**src/rtl/autoplay_pkg.sv**
```systemverilog
// Shared definitions for the autoplay note sequencer: song ROM word layout,
// the rest code and the sequencer state encoding.
package autoplay_pkg;

    localparam int NOTE_MSB = 7;
    localparam int NOTE_LSB = 3;
    localparam int DUR_MSB  = 2;
    localparam int DUR_LSB  = 0;

    localparam logic [4:0] NOTE_REST = 5'd0;

    typedef enum logic [2:0] {
        ST_IDLE  = 3'd0,
        ST_FETCH = 3'd1,
        ST_LOAD  = 3'd2,
        ST_PLAY  = 3'd3,
        ST_GAP   = 3'd4,
        ST_ADV   = 3'd5,
        ST_DONE  = 3'd6
    } state_t;

endpackage

```
**src/rtl/autoplay_tick_gen.sv**
```systemverilog
// Timebase prescaler: counts 0..DIV-1 while enabled and pulses tick on the
// last count. A synchronous clear restarts the period.
module autoplay_tick_gen #(
    parameter int DIV = 10
) (
    input  logic clk,
    input  logic rst_n,
    input  logic en,
    input  logic clr,
    output logic tick
);

    localparam int CNT_W = (DIV > 1) ? $clog2(DIV) : 1;
    localparam logic [CNT_W-1:0] LAST = CNT_W'(DIV - 1);

    logic [CNT_W-1:0] cnt;

    // NOTE: sequential state uses non-blocking assignments so every register samples pre-edge values.
    always_ff @(posedge clk or negedge rst_n) begin
        if (!rst_n) begin
            cnt <= '0;
        end else if (clr) begin
            cnt <= '0;
        end else if (en) begin
            cnt <= (cnt == LAST) ? '0 : cnt + 1'b1;
        end
    end

    assign tick = en && (cnt == LAST);

endmodule

```
**src/rtl/autoplay_note_sequencer.sv**
```systemverilog
// Steps through a registered song ROM of (note, duration) words, holding each
// note for its duration, then a silent gap, and pulsing done at the end.
module autoplay_note_sequencer
    import autoplay_pkg::*;
#(
    parameter int CLK_HZ     = 100_000_000,
    parameter int TICK_HZ    = 1000,
    parameter int UNIT_TICKS = 125,
    parameter int GAP_TICKS  = 20,
    parameter int ADDR_W     = 5
) (
    input  logic              clk,
    input  logic              rst_n,
    input  logic              start,
    input  logic              stop,
    input  logic              pause,
    output logic [ADDR_W-1:0] rom_addr,
    input  logic [7:0]        rom_data,
    output logic [4:0]        note,
    output logic              playing,
    output logic              done
);

    localparam int DIV   = CLK_HZ / TICK_HZ;
    localparam int DUR_W = $clog2(7 * UNIT_TICKS + 1);
    localparam int GAP_W = (GAP_TICKS > 0) ? $clog2(GAP_TICKS + 1) : 1;

    state_t           state;
    state_t           state_next;
    logic [4:0]       note_reg;
    logic [DUR_W-1:0] dur_cnt;
    logic [GAP_W-1:0] gap_cnt;
    logic             tick;
    logic             tick_en;
    logic             tick_clr;
    logic [4:0]       rom_note;
    logic [2:0]       rom_dur;
    logic             last_dur;
    logic             last_gap;

    assign rom_note = rom_data[NOTE_MSB:NOTE_LSB];
    assign rom_dur  = rom_data[DUR_MSB:DUR_LSB];
    assign last_dur = tick && (dur_cnt == DUR_W'(1));
    assign last_gap = tick && (gap_cnt == GAP_W'(1));

    always_ff @(posedge clk or negedge rst_n) begin
        if (!rst_n) begin
            state <= ST_IDLE;
        end else begin
            state <= state_next;
        end
    end

    // NOTE: every always_comb output gets a default first, so no path can infer a latch.
    always_comb begin
        state_next = state;
        unique case (state)
            ST_IDLE:  if (start) state_next = ST_FETCH;
            ST_FETCH: state_next = ST_LOAD;
            ST_LOAD:  state_next = (rom_dur == 3'd0) ? ST_DONE : ST_PLAY;
            ST_PLAY:  if (last_dur) state_next = (GAP_TICKS > 0) ? ST_GAP : ST_ADV;
            ST_GAP:   if (last_gap) state_next = ST_ADV;
            ST_ADV:   state_next = (&rom_addr) ? ST_DONE : ST_FETCH;
            ST_DONE:  state_next = ST_IDLE;
            default:  state_next = ST_IDLE;
        endcase
        if (stop) state_next = ST_IDLE;
    end

    // The prescaler restarts whenever a timed state is entered.
    assign tick_en  = ((state == ST_PLAY) || (state == ST_GAP)) && !pause;
    assign tick_clr = (state_next != state) &&
                      ((state_next == ST_PLAY) || (state_next == ST_GAP));

    autoplay_tick_gen #(
        .DIV (DIV)
    ) u_tick_gen (
        .clk   (clk),
        .rst_n (rst_n),
        .en    (tick_en),
        .clr   (tick_clr),
        .tick  (tick)
    );

    always_ff @(posedge clk or negedge rst_n) begin
        if (!rst_n) begin
            note_reg <= NOTE_REST;
            rom_addr <= '0;
            dur_cnt  <= '0;
            gap_cnt  <= '0;
        end else if (stop) begin
            note_reg <= NOTE_REST;
            rom_addr <= '0;
        end else begin
            unique case (state)
                ST_IDLE: begin
                    if (start) rom_addr <= '0;
                end
                ST_LOAD: begin
                    if (rom_dur != 3'd0) begin
                        note_reg <= rom_note;
                        dur_cnt  <= DUR_W'(rom_dur * UNIT_TICKS);
                    end
                end
                ST_PLAY: begin
                    if (tick) begin
                        dur_cnt <= dur_cnt - 1'b1;
                        if (last_dur) begin
                            note_reg <= NOTE_REST;
                            gap_cnt  <= GAP_W'(GAP_TICKS);
                        end
                    end
                end
                ST_GAP: begin
                    if (tick) gap_cnt <= gap_cnt - 1'b1;
                end
                ST_ADV: begin
                    if (!(&rom_addr)) rom_addr <= rom_addr + 1'b1;
                end
                default: ;
            endcase
        end
    end

    // Pause silences the held note without disturbing it.
    assign note    = ((state == ST_PLAY) && pause) ? NOTE_REST : note_reg;
    assign playing = (state != ST_IDLE);
    assign done    = (state == ST_DONE);

endmodule

```
**config.mk**
```make
export PLATFORM = sky130hd
export DESIGN_NAME = autoplay_note_sequencer
export DESIGN_NICKNAME = d
export VERILOG_FILES = /design/src/rtl/autoplay_pkg.sv /design/src/rtl/autoplay_tick_gen.sv /design/src/rtl/autoplay_note_sequencer.sv
export SDC_FILE = /design/constraint.sdc
export NUM_CORES = 1
export LEC_CHECK = 0
export ABC_AREA = 1
export CORE_MARGIN = 2
export CORE_UTILIZATION = 40
export DETAILED_ROUTE_END_ITERATION = 8
export SLEW_MARGIN = 10
export SYNTH_ARGS = -nofsm -noshare
export SYNTH_HDL_FRONTEND = slang
export SYNTH_SLANG_ARGS = --single-unit
```
**constraint.sdc**
```tcl
create_clock -name clk -period 5.2 [get_ports clk]
set_clock_uncertainty 0.15 [all_clocks]
set_input_delay 1.04 -clock clk [delete_from_list [all_inputs] [get_ports clk]]
set_output_delay 1.04 -clock clk [all_outputs]
set_load 0.05 [all_outputs]
```
==> run_summary.xml <==
<?xml version="1.0" encoding="UTF-8"?>
<metrics>
  <group name="flow_run">
    <metric name="drv.max_cap_violation_count" unit="">0</metric>
  </group>
  <group name="global_route">
    <metric name="first_global_vias" unit="">2865</metric>
    <metric name="grt_first_pass_wirelength" unit="mm">12.5</metric>
    <metric name="grt_util_all_layers" unit="">0.175</metric>
    <metric name="grt-ovfl-total" unit="">0</metric>
    <metric name="maximum_number_of_pins_on_one_net_before_global_route_repair" unit="">46</metric>
    <metric name="antenna_found_initial" unit="">0</metric>
  </group>
  <group name="clock_tree">
    <metric name="clk-insertion-delay-late" unit="ns">0.30</metric>
    <metric name="postCtsSetupRepairBufs" unit="">0</metric>
    <metric name="number_of_clock_sinks" unit="">45</metric>
    <metric name="ctsLongestPathBuffers" unit="">2</metric>
    <metric name="cts_made_buffers" unit="">5</metric>
    <metric name="path_clk_slew" unit="ns">0.09</metric>
    <metric name="clock_tree.root_cell" unit="">clkbuf_8</metric>
    <metric name="h-tree-depth" unit="">2</metric>
    <metric name="cts_tree" unit="">done</metric>
    <metric name="ctsHoldBuffers" unit="">0</metric>
    <metric name="cts_repair_resize_count" unit="">0</metric>
  </group>
  <group name="floorplan">
    <metric name="fp.dieArea" unit="µm²">8530</metric>
    <metric name="floorplan.die.width" unit="µm">92.4</metric>
    <metric name="rows" unit="">32</metric>
    <metric name="boundaryPins" unit="">25</metric>
    <metric name="start_util" unit="">0.409</metric>
    <metric name="die_h" unit="µm">92.4</metric>
    <metric name="core_area" unit="µm²">7650</metric>
  </group>
  <group name="logic_synthesis">
    <metric name="synth_seq_area_share" unit="">0.360</metric>
    <metric name="asyncSetResetFlopFracSynth" unit="">1.00</metric>
    <metric name="synthesis.nets" unit="">466</metric>
    <metric name="synthesized_area" unit="µm²">3120</metric>
    <metric name="yosysWarnings" unit="">0</metric>
    <metric name="post_synth_num_cell_types" unit="">39</metric>
    <metric name="synth-edff-count" unit="">0</metric>
    <metric name="syn_area_per_cell" unit="µm²">7.22</metric>
    <metric name="syn_inst" unit="">433</metric>
    <metric name="postSynth.topFlopCell" unit="">dfrtp_1</metric>
    <metric name="postSynthRegisterBits" unit="">45</metric>
  </group>
  <group name="timing">
    <metric name="tightest_slew" unit="ns">1.02</metric>
    <metric name="unrepaired_setup_endpoints_after_global_routing" unit="">false</metric>
    <metric name="finalSetupViolations" unit="">0</metric>
    <metric name="fin_crit" unit="ns">4.01</metric>
    <metric name="finalCritPeriodShare" unit="">0.771</metric>
    <metric name="finalHoldViolations" unit="">0</metric>
    <metric name="setup_total_negative_slack" unit="ns">0</metric>
    <metric name="max_freq" unit="GHz">0.249</metric>
    <metric name="max_slew_margin" unit="">0.318</metric>
    <metric name="report.final.slew_viol_count" unit="">0</metric>
  </group>
  <group name="route">
    <metric name="routed_wire_length_per_instance" unit="µm">12.2</metric>
    <metric name="met3WireLength" unit="µm">265</metric>
    <metric name="highest_layer" unit="">met4</metric>
    <metric name="post-route-drc-count" unit="">0</metric>
    <metric name="met2_length" unit="mm">3.15</metric>
    <metric name="drt-met1-wl" unit="mm">3.35</metric>
    <metric name="drt_first_iter_violations" unit="">90</metric>
    <metric name="first_pass_iters" unit="">4</metric>
    <metric name="vias_per_cell" unit="">5.03</metric>
    <metric name="antenna_violation_net_count_after_detailed_routing" unit="">0</metric>
    <metric name="route.vias.total" unit="">2811</metric>
    <metric name="wirelength" unit="mm">6.84</metric>
  </group>
  <group name="worst_setup_path">
    <metric name="critical_path_rt" unit="ns">4.01</metric>
    <metric name="timing.rr.end" unit="">u_tick_gen.cnt[10]</metric>
    <metric name="timing_worst_setup_path_type" unit="">reg -&gt; out</metric>
    <metric name="start_kind" unit="">flip-flop</metric>
    <metric name="startpoint" unit="">state[1]</metric>
    <metric name="end_kind" unit="">output port</metric>
    <metric name="reg2regPathDepth" unit="">10</metric>
    <metric name="worstPathArrival" unit="ns">2.82</metric>
    <metric name="worst_setup_path_endpoint" unit="">note[2]</metric>
    <metric name="r2r_slack" unit="ns">2.31</metric>
    <metric name="critical_path_peak_fanout" unit="">19</metric>
    <metric name="reg2reg_from" unit="">state[2]</metric>
  </group>
  <group name="place">
    <metric name="finalWeightedCongestion" unit="">0.911</metric>
    <metric name="portBuffers" unit="">24</metric>
    <metric name="dp.final_hpwl" unit="mm">5.12</metric>
  </group>
  <group name="cells_and_area">
    <metric name="largest_register_ffs" unit="">17</metric>
    <metric name="biggestRegsByFlops" unit="">u_tick_gen.cnt (17), dur_cnt (10)</metric>
    <metric name="layout-drive-gt1-share" unit="">0.0438</metric>
    <metric name="syn2layout_area_growth" unit="%">14.1</metric>
    <metric name="registers.top_by_ff_count" unit="">u_tick_gen.cnt</metric>
    <metric name="layout.nets" unit="">489</metric>
    <metric name="n_antenna_cell" unit="">0</metric>
  </group>
  <group name="min_path">
    <metric name="hold_path.class" unit="">reg -&gt; reg</metric>
  </group>
  <group name="pwr">
    <metric name="cellPowerDensity" unit="nW/µm²">317</metric>
    <metric name="total_power" unit="mW">1.13</metric>
    <metric name="leakage" unit="nW">1.61</metric>
    <metric name="ir_worst_vdd" unit="mV">0.136</metric>
  </group>
  <group name="run_status">
    <metric name="run_status" unit="">finished, final reports clean</metric>
  </group>
</metrics>
cells by family after synthesis:
group                      after synthesis  synth area share
AOI/OAI and AO/OA                       73             0.138
xor gates and xnor gates                 9            0.0252
adders and majority gates               20            0.0897
buffers and inverters                   75            0.0945
DFF                                     45             0.360
and+or+nand+nor                        211             0.292
worst min-delay path by stage:
stage                       end         from  slack [ns]  depth (start not counted)
detailed placement  note_reg[2]  note_reg[2]        0.35                          2
global route        note_reg[1]  note_reg[1]        0.40                          2
global placement     gap_cnt[4]   gap_cnt[4]        0.35                          2
CTS                 note_reg[4]  note_reg[4]        0.38                          2
finish              note_reg[4]  note_reg[4]        0.37                          2
floorplan           note_reg[0]  note_reg[0]        0.32                          2
Yosys cell counts, drive strengths merged, types with 4 or more instances:
master  count  share of area
inv        66          0.079
o21ai      36          0.058
xor2        8          0.022
nand2      85           0.11
fa          4          0.026
a31oi       5          0.010
nor3       11          0.018
buf         4         0.0092
nor2       65          0.081
nand4      11          0.022
dfrtp      45           0.36
a21oi      15          0.028
clkbuf      4         0.0048
nand3      32          0.051
ha         16          0.064
o22ai       5          0.010
per-stage QoR:
stage | cells | instance area [µm²] | hold slack [ns] | util | worst slack (ns)
finish | 559 | 3560 | 0.369 | 0.466 | 1.19
detailed placement | 551 | 3440 | 0.353 | 0.450 | 1.41
global placement | 551 | 3440 | 0.351 | 0.450 | 1.44
global route | 559 | 3560 | 0.398 | 0.466 | 0.952
CTS | 559 | 3560 | 0.377 | 0.466 | 1.18
floorplan | 433 | 3120 | 0.322 | - | 2.16
worst max-delay path: stages, from the launching register on:
cell and delay [ns]:
dfrtp_1 0.42, inv_2 0.10, nor2_2 0.05, nand2_2 0.23, clkinv_1 0.49, nand2_1 0.30
nand2_1 0.08, inv_1 0.05, clkdlybuf4s50_1 0.79
layout make-up:
class | count | area [µm²]
clock buffer | 6 | 82.6
clock inverter | 2 | 37.5
fill | 771 | 4080
inverter | 67 | 251
multi-input combinational | 313 | 1700
sequential | 45 | 1130
tap | 102 | 128
timing repair buffer | 24 | 235
layer usage:
metal | vias up | GRT usage
li1 | 1453 | -
met1 | 1297 | 0.230
met2 | 52 | 0.296
met3 | 9 | 0.0342
met4 | 0 | 0.0485
met5 | - | 0
where the power goes:
group	internal, mW	leakage (nW)	switching [mW]	total, mW
clock	0.156	0.0574	0.122	0.278
combinational	0.132	0.964	0.222	0.354
sequential	0.425	0.591	0.0721	0.497
cells in the final DEF (no fill, tap or decap), types with 2 or more instances in the layout:
master,netlist,layout
ha_1,16,16
nor3_1,11,11
or2_2,2,2
o211ai_1,3,3
xor2_1,8,8
inv_1,63,63
a21boi_0,2,2
clkbuf_8,0,6
a22oi_1,3,3
nand3_1,32,32
o22ai_1,5,5
inv_2,3,3
nand4_1,11,11
dfrtp_1,45,45
a31oi_1,5,5
fa_1,4,4
clkdlybuf4s50_1,0,23
a21oi_1,14,14
o21ai_0,32,32
o21ai_1,4,4
nand2_1,83,83
nor4_1,2,2
nor2_1,63,63
Note: power is estimated with default switching activity, not from simulation.
